File: config.mk
export PLATFORM = sky130hd
export DESIGN_NAME = shared_resource_arbiter_n
export DESIGN_NICKNAME = d
export VERILOG_FILES = /design/src/rtl/shared_resource_arbiter_n.sv
export SDC_FILE = /design/constraint.sdc
export NUM_CORES = 1
export LEC_CHECK = 0
export ABC_AREA = 1
export BUFFER_PORTS_ARGS = -buffer_cell sky130_fd_sc_hd__buf_2
export CORE_MARGIN = 2
export CORE_UTILIZATION = 40
export CTS_CLUSTER_DIAMETER = 80
export DETAILED_ROUTE_END_ITERATION = 10
export REMOVE_ABC_BUFFERS = 1
export SYNTH_ARGS = -nofsm -noshare
export SYNTH_HDL_FRONTEND = slang
export SYNTH_SLANG_ARGS = --single-unit
export TNS_END_PERCENT = 1
File: constraint.sdc
create_clock -name i_clk -period 4.3 [get_ports i_clk]
set_clock_uncertainty 0.1 [all_clocks]
set_input_delay 0.86 -clock i_clk [delete_from_list [all_inputs] [get_ports i_clk]]
set_output_delay 0.86 -clock i_clk [all_outputs]
set_load 0.02 [all_outputs]
File: src/rtl/shared_resource_arbiter_n.sv
// rtl/shared_resource_arbiter_n.sv - N-channel round-robin/burst arbiter onto a tagged LAT-stage shared resource
// Optional per-channel grant/stall counters: define SHARED_ARB_PERF_COUNTERS_EN.
module shared_resource_arbiter_n #(
   parameter int N_CH      = 4,
   parameter int DATA_W    = 32,
   parameter int LAT       = 3,
   parameter int MAX_BURST = 1
) (
   input  logic                   i_clk,
   input  logic                   i_reset,
   input  logic [N_CH-1:0]        i_req,
   input  logic [N_CH*DATA_W-1:0] i_req_data,
   input  logic [N_CH-1:0]        i_flush,
   output logic [N_CH-1:0]        o_grant,
   output logic [N_CH-1:0]        o_stall,
   output logic [N_CH-1:0]        o_resp_valid,
   output logic [DATA_W-1:0]      o_resp_data
`ifdef SHARED_ARB_PERF_COUNTERS_EN
   ,
   output logic [N_CH*16-1:0]     o_grant_cnt,
   output logic [N_CH*16-1:0]     o_stall_cnt
`endif
);

   localparam int CH_W = (N_CH > 1) ? $clog2(N_CH) : 1;
   localparam int BC_W = $clog2(MAX_BURST + 1);

   logic [CH_W-1:0]   r_ptr;
   logic [CH_W-1:0]   r_owner;
   logic              r_owner_vld;
   logic [BC_W-1:0]   r_burst_cnt;
   logic              r_vld [LAT];
   logic [CH_W-1:0]   r_tag [LAT];
   logic [DATA_W-1:0] r_dat [LAT];

   logic [N_CH-1:0]   w_eff;
   logic              w_hold;
   logic              w_gnt_any;
   logic [CH_W-1:0]   w_gnt_idx;
   logic [DATA_W-1:0] w_gnt_data;
   logic [BC_W-1:0]   w_next_cnt;
   logic              w_burst_done;
   logic [CH_W-1:0]   w_ptr_after_gnt;
   logic [CH_W-1:0]   w_ptr_after_own;

   always_comb begin
      w_eff     = i_req & ~i_flush;
      w_hold    = r_owner_vld && w_eff[r_owner] && (r_burst_cnt < BC_W'(MAX_BURST));
      w_gnt_any = 1'b0;
      w_gnt_idx = '0;
      if (w_hold) begin
         w_gnt_any = 1'b1;
         w_gnt_idx = r_owner;
      end else begin
         // Descending scan so the channel closest to r_ptr is the last writer and wins.
         for (int k = N_CH - 1; k >= 0; k--) begin
            if (w_eff[CH_W'((int'(r_ptr) + k) % N_CH)]) begin
               w_gnt_any = 1'b1;
               w_gnt_idx = CH_W'((int'(r_ptr) + k) % N_CH);
            end
         end
      end
      o_grant = '0;
      if (w_gnt_any) o_grant[w_gnt_idx] = 1'b1;
      o_stall = w_eff & ~o_grant;
   end

   always_comb begin
      w_gnt_data      = i_req_data[w_gnt_idx*DATA_W +: DATA_W];
      w_next_cnt      = (r_owner_vld && (w_gnt_idx == r_owner)) ? r_burst_cnt + 1'b1 : BC_W'(1);
      w_burst_done    = (w_next_cnt >= BC_W'(MAX_BURST));
      w_ptr_after_gnt = (w_gnt_idx == CH_W'(N_CH - 1)) ? '0 : w_gnt_idx + 1'b1;
      w_ptr_after_own = (r_owner == CH_W'(N_CH - 1)) ? '0 : r_owner + 1'b1;
   end

   always_ff @(posedge i_clk or posedge i_reset) begin
      if (i_reset) begin
         r_ptr       <= '0;
         r_owner     <= '0;
         r_owner_vld <= 1'b0;
         r_burst_cnt <= '0;
      end else if (w_gnt_any) begin
         r_burst_cnt <= w_next_cnt;
         if (w_burst_done) begin
            r_ptr       <= w_ptr_after_gnt;
            r_owner_vld <= 1'b0;
         end else begin
            r_owner     <= w_gnt_idx;
            r_owner_vld <= 1'b1;
         end
      end else if (r_owner_vld && !w_eff[r_owner]) begin
         r_ptr       <= w_ptr_after_own;
         r_owner_vld <= 1'b0;
      end
   end

   // Last stage doubles as the response register; a flush kills entries as they advance.
   always_ff @(posedge i_clk or posedge i_reset) begin
      if (i_reset) begin
         for (int j = 0; j < LAT; j++) begin
            r_vld[j] <= 1'b0;
            r_tag[j] <= '0;
            r_dat[j] <= '0;
         end
      end else begin
         r_vld[0] <= w_gnt_any;
         r_tag[0] <= w_gnt_idx;
         r_dat[0] <= w_gnt_data + DATA_W'(1);
         for (int j = 1; j < LAT; j++) begin
            r_vld[j] <= r_vld[j-1] && !i_flush[r_tag[j-1]];
            r_tag[j] <= r_tag[j-1];
            r_dat[j] <= r_dat[j-1];
         end
      end
   end

   always_comb begin
      o_resp_valid = '0;
      if (r_vld[LAT-1]) o_resp_valid[r_tag[LAT-1]] = 1'b1;
   end

   assign o_resp_data = r_dat[LAT-1];

`ifdef SHARED_ARB_PERF_COUNTERS_EN
   logic [N_CH*16-1:0] r_grant_cnt;
   logic [N_CH*16-1:0] r_stall_cnt;

   always_ff @(posedge i_clk or posedge i_reset) begin
      if (i_reset) begin
         r_grant_cnt <= '0;
         r_stall_cnt <= '0;
      end else begin
         for (int i = 0; i < N_CH; i++) begin
            if (o_grant[i] && (r_grant_cnt[i*16 +: 16] != 16'hFFFF))
               r_grant_cnt[i*16 +: 16] <= r_grant_cnt[i*16 +: 16] + 16'd1;
            if (o_stall[i] && (r_stall_cnt[i*16 +: 16] != 16'hFFFF))
               r_stall_cnt[i*16 +: 16] <= r_stall_cnt[i*16 +: 16] + 16'd1;
         end
      end
   end

   assign o_grant_cnt = r_grant_cnt;
   assign o_stall_cnt = r_stall_cnt;
`endif

endmodule

# Yosys cells after proc, flatten, opt, wreduce, memory -nomap -nowiden
# Index checks and enable logic that the tools add are counted.
dict set report word_totals {
  inputBits 138
  output_inout_bits 44
  reg_bits 111
  elab_cells 100
}
dict set report classes {
  n_reduce_logical 14
  n_lt_le_gt_ge 13
  n_shift 1
  n_bitwise 5
  mux 43
  eq_ne 4
  add_sub_neg 7
}
# cell n
set ops {}
lappend ops {{$shiftx 128x8->32} 1}
lappend ops {{$add 32x1->32 const B} 1}
lappend ops {{$mux 1} 22}
lappend ops {{$mux 2} 10}
lappend ops {{$lt 2x4->1 const B} 4}
lappend ops {{$lt 2x3->1 const B} 5}
lappend ops {{$bmux 1 s2} 7}
lappend ops {{$and 4x4->4} 2}
lappend ops {{$logic_and 1x1->1} 8}
lappend ops {{$mux 4} 2}
lappend ops {{$not 4->4} 2}
lappend ops {{$add 2x1->2 const B} 3}
lappend ops {{$add 2x2->2 const B} 2}
lappend ops {{$demux 1 s2} 2}
lappend ops {{$eq 2x2->1 const B} 2}
lappend ops {{$ge 2x1->1 const B} 2}
lappend ops {{$reduce_and 2->1} 2}
lappend ops {{$logic_not 1->1} 3}
lappend ops {{$eq 2x2->1} 1}
lappend ops {{$ne 2x1->1 const B} 1}
lappend ops {{$reduce_bool 2->1} 1}
lappend ops {{$add 1x1->1 const B} 1}
lappend ops {{$ge 1x1->1 const B} 1}
lappend ops {{$lt 1x1->1 const B} 1}
lappend ops {{$not 1->1} 1}

# Depth between registers and ports, before layout
dict set report logic_depth {
  ltp_word 17
  ltp_mapped 25
  depth_no_buf 24
}

# Least setup slack after synthesis
# OpenSTA, ideal clock, no wires.
dict set report synth_timing {
  path_kind {input -> output}
  from {input i_flush[2]}
  to {output o_stall[2]}
  slack_ns 0.637
  path_stages 13
  arrival_ns 2.703
  n_path_buf 2
  required_ns 3.340
  path_cell_list {inv_2 > nand2_1 > o211ai_2 > nand4_2 > clkinv_2 > nand2_4 > nand2_4 > buf_6 > buf_2 > ha_1 > inv_1 > nor2_1 > nor2_1}
}
dict set report synth_via {
  elab_chain_len 17
  word_cells_on_any_way 36
  classes_between {2 x order compare; 27 x mux; 4 x bitwise; 3 x reduce/logical}
}
# item line_no
set synth_lines {}
lappend synth_lines {{start: declaration} 13} ;# input logic [N_CH-1:0] i_flush,
lappend synth_lines {{$not 4->4 *} 47} ;# w_eff = i_req & ~i_flush;
lappend synth_lines {{$and 4x4->4 *} 47}
lappend synth_lines {{$bmux 1 s2} 57} ;# if (w_eff[CH_W'((int'(r_ptr) + k) % N_CH)]) begin
lappend synth_lines {{$mux 1 (not written as such) (2 in series)} 57}
lappend synth_lines {{$mux 2 (4 in series)} 57}
lappend synth_lines {{$mux 2} 51} ;# if (w_hold) begin
lappend synth_lines {{$lt 2x3->1 (not written as such) / $ge 2x1->1 (equally long branches)} 64} ;# if (w_gnt_any) o_grant[w_gnt_idx] = 1'b1;
lappend synth_lines {{$logic_and 1x1->1 (not written as such)} 64}
lappend synth_lines {{$mux 1 (not written as such)} 64}
lappend synth_lines {{$demux 1 s2} 64}
lappend synth_lines {{$mux 4 *} 64}
lappend synth_lines {{named net o_grant[2]} 14} ;# output logic [N_CH-1:0] o_grant,
lappend synth_lines {{$not 4->4 *} 65} ;# o_stall = w_eff & ~o_grant;
lappend synth_lines {{$and 4x4->4 *} 65}
lappend synth_lines {{end: declaration} 15} ;# output logic [N_CH-1:0] o_stall,
# Mark *: on every way through the listed nets, which the timed path passes. The rest lies on a longest branch. The select of a mux whose other input is x is not followed.

# Worst setup path in the final report
dict set report layout_timing {
  from {register r_ptr[0]}
  to {output o_stall[1]}
}
dict set report layout_via {
  elab_chain_len 16
  word_cells_on_any_way 33
  classes_between {3 x add/sub; 2 x order compare; 25 x mux; 2 x bitwise; 1 x reduce/logical}
}
# item line_no
set layout_lines {}
lappend layout_lines {{start: declaration} 28} ;# logic [CH_W-1:0] r_ptr;
lappend layout_lines {{start signal: assignment} 85} ;# r_ptr <= w_ptr_after_gnt;
lappend layout_lines {{start signal: assignment} 92} ;# r_ptr <= w_ptr_after_own;
lappend layout_lines {{$add 2x2->2} {57, 59}}
lappend layout_lines {{$bmux 1 s2} 57}
lappend layout_lines {{$mux 1 (not written as such) (2 in series)} 57}
lappend layout_lines {{$mux 2 (4 in series)} 57}
lappend layout_lines {{$mux 2} 51}
lappend layout_lines {{$lt 2x3->1 (not written as such) / $ge 2x1->1 (equally long branches)} 64}
lappend layout_lines {{$logic_and 1x1->1 (not written as such)} 64}
lappend layout_lines {{$mux 1 (not written as such)} 64}
lappend layout_lines {{$demux 1 s2} 64}
lappend layout_lines {{$mux 4 *} 64}
lappend layout_lines {{$not 4->4 *} 65}
lappend layout_lines {{$and 4x4->4 *} 65}
# Every way passes the cells marked *; elsewhere a longest branch is shown, timed or not. The select of a mux whose other input is x is not followed.

==> results.rst <==
.. list-table::
   :header-rows: 1

   * - Metric
     - Value
   * - Status
     - completed
   * - Critical Path AT
     - 2.86 ns
   * - Vias in the first global route
     - 5,235
   * - Average wire length per cell after detail routing
     - around 13 um
   * - Number of synthesized flops with an enable pin
     - 0
   * - Switching power
     - roughly 3 mW
   * - 1st-iter DRT viols
     - approximately 260
   * - Reg clk slew, reported paths
     - 0.07 ns
   * - Nets
     - 1,145
   * - Crit Path Max Fanout
     - 17
   * - Setup repair after global routing missed its margin
     - no
   * - Sum of routed wire length over all layers
     - between 15 and 20 mm
   * - Layout Utilization
     - 0.487
   * - Slew @ Worst Pin
     - 0.881 ns
   * - Commonest register cell after synthesis
     - dfrtp_1
   * - Slowest stage cell, crit path
     - dfrtp_1
   * - Maximum root-to-sink buffer count
     - 2
   * - Cell-by-cell listing of the critical path
     - nand3_1, nand2_1, nand2_1, nand2_1, inv_2, nand2_1, nand3_2, nand2_1, nand2_2, nand2_2, ha_1, inv_1, nor2_1, nor2_1, buf_2
   * - Worst supply voltage drop on vdd
     - around 0.36 mV
   * - Max cap viols
     - 0
   * - Clock tree from TritonCTS
     - done
   * - CTS H-Tree Depth
     - 3
   * - Commonest cells after routing, fill and taps aside
     - 240 x nand2_1, 181 x buf_2, 166 x inv_1
   * - Worst setup path category
     - flop to output port
   * - Clock group share of total power
     - 0.139
   * - Setup Total Neg Slack
     - 0 ns
   * - Pins Over Slew Limit
     - 0
   * - Effective utilization at floorplan
     - 0.413
   * - Fraction of the yosys area taken by sequential cells
     - 0.440
   * - Total leakage power
     - 4.30 nW
   * - Number of primary I/O pins
     - approximately 180
   * - Die Span Y
     - between 100 and 150 um
   * - Combined global-route utilization of all metal layers
     - 0.201
   * - Sum of overflow across all layers after global routing
     - 0
   * - Largest net degree at the start of global routing
     - 77
   * - Cell internal power dissipation
     - 3.06 mW
   * - Via total after detailed routing
     - 5,457
   * - Post-Syn Instances
     - 859
   * - Fraction of the cycle the final worst path needs
     - 0.889
   * - Vias/cell
     - 4.48
   * - Antenna Cells
     - 0
   * - Proportion of layout cells with a drive suffix above 1
     - 0.248
   * - Final count of hold timing violations
     - 0
   * - Wire length of the first global-routing pass
     - 25.9 mm
   * - Setup-failing EPs final
     - 0
   * - Power per Cell Area
     - 817 nW/um2
   * - Routability-driven placement congestion ratio
     - 0.937
   * - Combinational Power Share
     - 0.575
   * - Cell variety after synth
     - 33
   * - Buf/Inv on CP
     - 3
   * - Source-to-sink clock delay at the later pin of the worst-skew pair
     - between 0.3 and 0.4 ns
   * - Post-detail-place hpwl
     - 12.8 mm
   * - Root buffer cell
     - clkbuf_16
   * - Total Die Area
     - 16,800 um2
   * - Count of nets left with antenna violations after detail routing
     - 0
   * - Syn Std Cell Area
     - 6320 um2
   * - CP endpoint kind
     - output port
   * - Cts-stage hold buffer count
     - 0
   * - Clock buffer count from CTS
     - 9
   * - Count of state elements after synthesis
     - 111
   * - Share of async-settable or async-resettable flops after synthesis
     - 1.00
   * - Remaining max-slew budget at the tightest pin
     - 0.413
   * - Worst Path Required
     - between 3 and 4 ns
   * - Resize count post-CTS
     - 0
   * - Core area
     - 15,300 um2
   * - Time the worst path needs with I/O delays and setup
     - approximately 3.8 ns
   * - Synth warnings
     - 0
   * - Class of the worst hold path
     - flop to flop
   * - Switching Share
     - 0.498
   * - Count of standard-cell rows
     - 45
   * - Residual DRC count
     - 0
   * - Most frequent standard cell in the layout excluding fill and tap cells
     - nand2_1
   * - Number of sinks handled by clock tree synthesis
     - between 100 and 150
   * - Register-to-register setup slack
     - 0.84 ns
   * - Critical path's most frequent cell
     - nand2_1
   * - P&R area growth vs syn
     - 18.1%
   * - Highest attainable clock frequency
     - 262 MHz
   * - Die Width
     - around 130 um
   * - Number of detailed-route iterations in the first pass
     - 5
   * - Buffers inserted by post-CTS timing repair
     - 0
   * - Average instance area after synthesis
     - 7.35 um2
   * - Number of antenna violations at the first check in global routing
     - 0
   * - Crit path launch type
     - flop
   * - Sequential share of power
     - 0.286
   * - Dominant delay contributor by cell family on the critical path
     - simple AND/OR/NAND/NOR gates
   * - Count of port buffers added during placement
     - about 180
   * - Crit-path max cell delay
     - 0.65 ns
## flip-flops by register name, summed over array words and instances (netlist names)
register	count
r_ptr	2
r_owner_vld	1
r_owner	2
r_vld	3
o_resp_data	32
r_tag	6
r_burst_cnt	1
r_dat	64
## synth_stat cells (all sizes together), types with 4 or more instances
cell type  instances  area, um2
nor3               6       30.0
nand3            145        758
clkbuf             6       22.5
o211ai             4       40.0
buf               54        398
o21ai              7       46.3
xor2              12        105
dfrtp            111       2780
inv              173        652
nor2              63        274
xnor2              5       43.8
nand2            254        998
ha                 6       75.1
## worst paths after layout
| check | cells after the start | to | start |
|---|---|---|---|
| min in group asynchronous | 2 | o_resp_data[31]$_DFF_PP0_ | i_reset |
| max reg2reg | 24 | r_dat[90]$_DFF_PP0_ | r_ptr[0]$_DFFE_PP0P_ |
| min reg2reg | 0 | o_resp_data[14]$_DFF_PP0_ | r_dat[46]$_DFF_PP0_ |
| min | 0 | o_resp_data[14]$_DFF_PP0_ | r_dat[46]$_DFF_PP0_ |
| max | 15 | o_stall[1] | r_ptr[0]$_DFFE_PP0P_ |
| max in group asynchronous | 3 | o_resp_data[10]$_DFF_PP0_ | i_reset |
## through the flow
| stage | hold slack [ns] | cell area (um2) | worst slack, ns | power [mW] | cells |
|---|---|---|---|---|---|
| 2_1_floorplan | 0.231 | 5900 | 0.384 | 4.05 | 799 |
| 3_3_place_gp | 0.233 | 7140 | 0.510 | 5.28 | 1201 |
| 3_5_place_dp | 0.235 | 7140 | 0.474 | 5.28 | 1201 |
| 4_1_cts | 0.251 | 7460 | 0.416 | 6.15 | 1217 |
| 5_1_grt | 0.254 | 7460 | 0.167 | 6.65 | 1217 |
| 6_report | 0.249 | 7460 | 0.477 | 6.09 | 1217 |
## logic make-up after synthesis
| family | Yosys count | synth area share |
|---|---|---|
| XOR/XNOR | 17 | 0.0236 |
| adder cells (fa/ha/maj) | 6 | 0.0119 |
| AND/OR/NAND/NOR | 474 | 0.334 |
| buffers and inverters | 234 | 0.171 |
| AO/OA/AOI/OAI | 16 | 0.0190 |
| flip-flops | 111 | 0.440 |
| multiplexers | 1 | 0.00158 |
## power by group through the flow
stage / clock network [mW] / logic [mW] / registers (mW)
3_3_place_gp: 0 / 3.52 / 1.76
6_report: 0.849 / 3.50 / 1.74
3_5_place_dp: 0 / 3.51 / 1.77
2_1_floorplan: 0 / 2.13 / 1.92
5_1_grt: 0.914 / 3.94 / 1.80
4_1_cts: 0.875 / 3.52 / 1.75
## final cells by class
type / count / area, um2
well taps: 211 / 264
flip-flops and latches: 111 / 2780
fillers: 1615 / 7860
inverters: 174 / 659
repair buffers: 191 / 981
multi-input cells: 514 / 2460
clock inverters: 7 / 90.1
clock buffers: 9 / 225
## routing by layer
layer	vias up	part of all wire	track usage
li1	2829	-	-
met3	17	0.064	0.0438
met1	2436	0.43	0.251
met2	175	0.49	0.348
met4	0	0.016	0.0607
met5	-	0	0
Note: power is estimated with default switching activity, not from simulation.
